$ cat src/rtl/sonar_uc_if.sv
// Control bus between the sonar sequencer and its environment
// (sensor interface, serial transmitter, interval timer, datapath).
interface sonar_uc_if;
  logic       ligar;
  logic       fim_medicao;
  logic       fim_transmissao;
  logic       tick_intervalo;
  logic       medir;
  logic       transmitir;
  logic [2:0] sel_char;
  logic       conta_posicao;
  logic       zera;
  logic       pronto;
  logic       erro_medida;
  logic [3:0] db_estado;

  // Environment side: drives the enables/completion pulses, watches the commands.
  modport master (
    output ligar, fim_medicao, fim_transmissao, tick_intervalo,
    input  medir, transmitir, sel_char, conta_posicao, zera, pronto,
           erro_medida, db_estado
  );

  // Sequencer side.
  modport slave (
    input  ligar, fim_medicao, fim_transmissao, tick_intervalo,
    output medir, transmitir, sel_char, conta_posicao, zera, pronto,
           erro_medida, db_estado
  );
endinterface

$ cat src/rtl/sonar_uc.sv
// Sonar control unit: periodically triggers a distance measurement (with a
// timeout), then sends a frame of NUM_CHARS serial characters and advances
// the servo position. Command outputs are registered one-cycle pulses that
// coincide exactly with their state.
module sonar_uc #(
  parameter int NUM_CHARS = 8,
  parameter int TIMEOUT   = 3_000_000
) (
  input logic       clock,
  input logic       reset,
  sonar_uc_if.slave bus
);

  localparam int TW = $clog2(TIMEOUT + 1);
  localparam logic [TW-1:0] T_LAST   = TW'(TIMEOUT - 1);
  localparam logic [2:0]    IDX_LAST = 3'(NUM_CHARS - 1);

  typedef enum logic [3:0] {
    INICIAL           = 4'd0,
    PREPARACAO        = 4'd1,
    MEDIR             = 4'd2,
    AGUARDA_MEDIDA    = 4'd3,
    TRANSMITE         = 4'd4,
    AGUARDA_TX        = 4'd5,
    PROX_CHAR         = 4'd6,
    FIM_FRAME         = 4'd7,
    AGUARDA_INTERVALO = 4'd8
  } state_t;

  state_t          state;
  logic [2:0]      idx;
  logic [TW-1:0]   tcnt;
  logic            erro;
  logic            medir_r, transmitir_r, zera_r, pronto_r, conta_r;

  // Sequencer: pulse outputs are set on the transition into their state,
  // so each one is high for exactly the cycle spent in that state.
  always_ff @(posedge clock or negedge reset) begin
    if (!reset) begin
      state        <= INICIAL;
      idx          <= '0;
      tcnt         <= '0;
      erro         <= 1'b0;
      medir_r      <= 1'b0;
      transmitir_r <= 1'b0;
      zera_r       <= 1'b0;
      pronto_r     <= 1'b0;
      conta_r      <= 1'b0;
    end else begin
      medir_r      <= 1'b0;
      transmitir_r <= 1'b0;
      zera_r       <= 1'b0;
      pronto_r     <= 1'b0;
      conta_r      <= 1'b0;
      case (state)
        INICIAL: begin
          if (bus.ligar) begin
            state  <= PREPARACAO;
            zera_r <= 1'b1;
          end
        end
        PREPARACAO: begin
          idx     <= '0;
          tcnt    <= '0;
          state   <= MEDIR;
          medir_r <= 1'b1;
        end
        MEDIR: state <= AGUARDA_MEDIDA;
        AGUARDA_MEDIDA: begin
          tcnt <= tcnt + TW'(1);
          // A valid measurement wins over a simultaneous timeout.
          if (bus.fim_medicao) begin
            erro         <= 1'b0;
            state        <= TRANSMITE;
            transmitir_r <= 1'b1;
          end else if (tcnt == T_LAST) begin
            erro         <= 1'b1;
            state        <= TRANSMITE;
            transmitir_r <= 1'b1;
          end
        end
        TRANSMITE: state <= AGUARDA_TX;
        AGUARDA_TX: begin
          if (bus.fim_transmissao) state <= PROX_CHAR;
        end
        PROX_CHAR: begin
          if (idx == IDX_LAST) begin
            state    <= FIM_FRAME;
            pronto_r <= 1'b1;
            conta_r  <= 1'b1;
          end else begin
            idx          <= idx + 3'd1;
            state        <= TRANSMITE;
            transmitir_r <= 1'b1;
          end
        end
        FIM_FRAME: state <= AGUARDA_INTERVALO;
        AGUARDA_INTERVALO: begin
          // Switching off takes priority over a coincident interval tick.
          if (!bus.ligar) begin
            state <= INICIAL;
          end else if (bus.tick_intervalo) begin
            state  <= PREPARACAO;
            zera_r <= 1'b1;
          end
        end
        default: state <= INICIAL;
      endcase
    end
  end

  assign bus.medir         = medir_r;
  assign bus.transmitir    = transmitir_r;
  assign bus.zera          = zera_r;
  assign bus.pronto        = pronto_r;
  assign bus.conta_posicao = conta_r;
  assign bus.erro_medida   = erro;
  assign bus.sel_char      = idx;
  assign bus.db_estado     = state;

endmodule

$ cat src/flat_wrapper.sv
// flat-port wrapper written by rule: the top's interface ports become plain ports
module sonar_uc_flat 
#(
  parameter int NUM_CHARS = 8,
  parameter int TIMEOUT   = 3_000_000
)
  (clock, reset, bus_ligar, bus_fim_medicao, bus_fim_transmissao, bus_tick_intervalo, bus_medir, bus_transmitir, bus_sel_char, bus_conta_posicao, bus_zera, bus_pronto, bus_erro_medida, bus_db_estado);
  sonar_uc_if bus_i ();
  input logic clock;
  input logic reset;
  input wire logic [$bits(bus_i.ligar)-1:0] bus_ligar;
  input wire logic [$bits(bus_i.fim_medicao)-1:0] bus_fim_medicao;
  input wire logic [$bits(bus_i.fim_transmissao)-1:0] bus_fim_transmissao;
  input wire logic [$bits(bus_i.tick_intervalo)-1:0] bus_tick_intervalo;
  output wire logic [$bits(bus_i.medir)-1:0] bus_medir;
  output wire logic [$bits(bus_i.transmitir)-1:0] bus_transmitir;
  output wire logic [$bits(bus_i.sel_char)-1:0] bus_sel_char;
  output wire logic [$bits(bus_i.conta_posicao)-1:0] bus_conta_posicao;
  output wire logic [$bits(bus_i.zera)-1:0] bus_zera;
  output wire logic [$bits(bus_i.pronto)-1:0] bus_pronto;
  output wire logic [$bits(bus_i.erro_medida)-1:0] bus_erro_medida;
  output wire logic [$bits(bus_i.db_estado)-1:0] bus_db_estado;
  assign bus_i.ligar = bus_ligar;
  assign bus_i.fim_medicao = bus_fim_medicao;
  assign bus_i.fim_transmissao = bus_fim_transmissao;
  assign bus_i.tick_intervalo = bus_tick_intervalo;
  assign bus_medir = bus_i.medir;
  assign bus_transmitir = bus_i.transmitir;
  assign bus_sel_char = bus_i.sel_char;
  assign bus_conta_posicao = bus_i.conta_posicao;
  assign bus_zera = bus_i.zera;
  assign bus_pronto = bus_i.pronto;
  assign bus_erro_medida = bus_i.erro_medida;
  assign bus_db_estado = bus_i.db_estado;
  sonar_uc #(.NUM_CHARS(NUM_CHARS), .TIMEOUT(TIMEOUT)) u_core (.clock(clock), .reset(reset), .bus(bus_i));
endmodule
$ cat config.mk
export PLATFORM = sky130hd
export DESIGN_NAME = sonar_uc_flat
export DESIGN_NICKNAME = d
export VERILOG_FILES = /design/src/rtl/sonar_uc_if.sv /design/src/rtl/sonar_uc.sv /design/src/flat_wrapper.sv
export SDC_FILE = /design/constraint.sdc
export NUM_CORES = 1
export LEC_CHECK = 0
export CAP_MARGIN = 15
export CORE_MARGIN = 2
export CORE_UTILIZATION = 25
export DETAILED_ROUTE_END_ITERATION = 10
export PLACE_DENSITY_LB_ADDON = 0.05
export RECOVER_POWER = 100
export SLEW_MARGIN = 30
export SYNTH_ARGS = -nofsm -noshare
export SYNTH_HDL_FRONTEND = slang
export SYNTH_SLANG_ARGS = --single-unit
$ cat constraint.sdc
create_clock -name clock -period 3.5 [get_ports clock]
set_clock_uncertainty 0.05 [all_clocks]
set_input_delay 0.525 -clock clock [delete_from_list [all_inputs] [get_ports clock]]
set_output_delay 0.525 -clock clock [all_outputs]
set_load 0.005 [all_outputs]
==> run summary <==
Status: complete, but fails checks
Failing checks: capacitance limit, slew limit
Hold WC Path Type: register to register
Max Slew Vio Count: 35
Fmax: 390.5 MHz
Mapped Cells: 199
CTS buffer count: 5
Worst path bufs/invs: 1
Slew @ Worst Pin: 1.919 ns
Die height: 89.13 um
Fin crit share: 73.17%
Critical path origin: u_core.tcnt[0]
Arr. time, crit path: 2.74 ns
Largest net degree at the start of global routing: 35
DP Wirelength: 2.939 mm
Post-CTS Setup Inserts: 0
Final Hold Viols: 0
Leak pwr: 0.9365 nW
Placed cell count: 308
Startpoint Class: register
Via density: 4.642
Worst-skew pair later-pin latency: 0.29 ns
First-pass GRT wire length: 7.169 mm
Worst-path clk slew: 0.08 ns
Clk buf depth: 2
CP Cell Sequence: ha_1 > inv_1 > nor3_1 > nand4_1 > or4_1 > nand3_1
Share of the synthesized area in the top cell type: 46.96%
Syn. warnings: 0
Wire per inst: 13.80 um
CP Capture Type: register
Hold Buf Count CTS: 0
Netlist cell types: 40
Starting Density: 25.39%
Cell Area, Synth: 1812 um2
Layout cells sized above 1: 7.834%
Total Wirelength: 4.361 mm
Nets: 225
Number of global-route vias before repair: 1429
DRT antenna net count: 0
Initial antenna violation count: 0
Final setup fails: 0
DR pass1 iterations: 4
Stages on the worst setup path: 6
CP required: 3.68 ns
Synth async-reset ratio: 100.0%
CTS Sinks: 34
Total I/O pin count: 19
I/O Buffers: 18
Die X: 89.13 um
EDFF count, synth: 0
Main area contributors after synthesis: dfrtp_1 (47%), o21ai_0 (7.2%), nand2_1 (4.8%), xor2_1 (2.9%), a21oi_1 (2.8%)
Residual DRC count: 0
Setup TNS: 0 ns
Worst Setup EP: u_core.tcnt[20]
Global Route Usage Sum: 11.93%
Fin cells: 316
Total of max-cap violations: 1
Worst R2R Setup Slack: 0.94 ns
Synth Register Bits: 34
Average size of a mapped cell: 9.104 um2
Yosys top cell by area: dfrtp_1
Iteration-0 DRC Markers: 66
GP Congestion: 0.7518
Top FF cell, synth: dfrtp_1
Worst R2R Path Depth: 6
Delay-heaviest family, CP: simple AND/OR/NAND/NOR gates
Worst vdd ir: 196.7 uV
Mapped Nets: 208
Vias: 1467
Grt ovf: 0
Area growth, synth to finish: 19.13%
CTS Root Cell: clkbuf_8
Critical path's slowest cell: nor3_1
Crit-path max FO: 9
Die Area: 7944 um2
Critical R2R Launch: u_core.tcnt[0]
Util after Layout: 30.24%
RSZ-0062 raised after global routing: no
Rows: 31
H-tree levels: 2
Antenna cells: 0
Worst Setup Path Type: register to register
Slew HR: -27.90%
Post-synthesis sequential area ratio: 46.96%
FF-to-FF End: u_core.tcnt[20]
CP max stage delay: 0.82 ns
Core Area: 7137 um2
Gates resized, CTS repair: 0
Tmin final: 2.561 ns
P per Cell Area: 596.0 nW/um2
CTS tree: yes
-- cell families (layout without fill, tap and decap cells) --
group / Yosys count / after routing / share of synthesized area, %
simple gates: 87 / 87 / 26.38
compound gates: 49 / 49 / 15.61
flops: 34 / 34 / 46.96
buf+inv: 18 / 36 / 5.041
xor+xnor: 7 / 7 / 3.384
fa+ha+maj: 3 / 3 / 2.072
mux: 1 / 1 / 0.5525
-- synthesized netlist by cell type (2+ instances only) --
cell type / count
dfrtp_1: 34
o21ai_0: 26
nand2_1: 23
nor2_1: 13
a21oi_1: 10
nand3_1: 9
nand4_1: 8
inv_1: 7
clkbuf_1: 6
nor3_1: 6
xor2_1: 6
or3_1: 5
a31oi_1: 4
nand2b_1: 4
and3_1: 3
and3_2: 3
ha_1: 3
nor2b_1: 3
a211o_1: 2
buf_4: 2
buf_6: 2
o31ai_1: 2
-- worst min path at each step --
stage                                      start                 endpoint  slack (ns)  depth (start not counted)
final                     u_core.bus.sel_char[0]   u_core.bus.sel_char[0]        0.46                          1
after global routing             u_core.tcnt[18]          u_core.tcnt[18]        0.48                          1
after CTS                        u_core.tcnt[18]          u_core.tcnt[18]        0.47                          1
after detailed placement         u_core.tcnt[18]          u_core.tcnt[18]        0.45                          1
after global placement           u_core.tcnt[18]          u_core.tcnt[18]        0.46                          1
after floorplan                            reset  u_core.bus.db_estado[0]        0.18                          0
-- sequential cells by signal, indices dropped and copies added, names as in the netlist --
signal / flops
u_core.bus.erro_medida: 1
u_core.bus.medir: 1
u_core.bus.transmitir: 1
u_core.bus.pronto: 1
u_core.bus.sel_char: 3
u_core.bus.db_estado: 4
u_core.tcnt: 22
u_core.bus.zera: 1
-- power by group --
group	internal [mW]	switching [mW]	total [mW]
Sequential	0.447	0.0724	0.520
Clock	0.210	0.152	0.362
Combinational	0.171	0.234	0.405
Total	0.828	0.459	1.29
-- layer usage --
metal | share of wire, % | routed length, um | track usage (%) | vias to the layer above
met2 | 45 | 1959 | 17.98 | 25
met1 | 50 | 2197 | 16.82 | 692
met5 | 0 | 0 | 0 | -
met3 | 3.5 | 154 | 2.770 | 5
met4 | 1.1 | 49 | 4.071 | 0
li1 | - | - | - | 745
-- per-stage QoR --
step | cell area, um2 | power (mW) | setup WS [ns] | hold slack [ns]
detailed placement | 2073 | 0.9555 | 1.387 | 0.4492
floorplan | 1812 | 0.7909 | 1.700 | 0.1794
global placement | 2073 | 0.9599 | 1.471 | 0.4609
CTS | 2182 | 1.330 | 1.373 | 0.4659
finish | 2158 | 1.286 | 0.9391 | 0.4636
global route | 2158 | 1.386 | 0.6556 | 0.4843
-- layout make-up --
| cell class | instances | area [um2] |
|---|---|---|
| clock buffers | 5 | 68.82 |
| clock inverters | 3 | 40.04 |
| fillers | 778 | 4979 |
| inverters | 7 | 26.28 |
| multi-input cells | 147 | 849.6 |
| flip-flops and latches | 34 | 850.8 |
| well taps | 99 | 123.9 |
| repair buffers | 21 | 198.9 |
-- cells in the final DEF (no fill, tap or decap), drive strengths merged --
cell type and n:
xnor2 1, or3b 1, nand2b 4, o32ai 1
nor3b 1, nand3b 1, nor2 13, clkbuf 6
nand3 10, ha 3, xor2 6, a21oi 10
dlygate4sd3 14, nor4b 1, a211o 2, dfrtp 34
o21ai 26, clkdlybuf4s50 4, inv 7, a31oi 4
bufinv 1, a22o 1, or3 5, o41ai 1
nand2 23, nand4 8, nor3 7, clkinv 2
and3b 1, or2b 1, o31ai 2, or4 2
o211ai 1, and3 6, nor2b 3, buf 2
mux2i 1, a41o 1
Note: power is estimated with default switching activity, not from simulation.
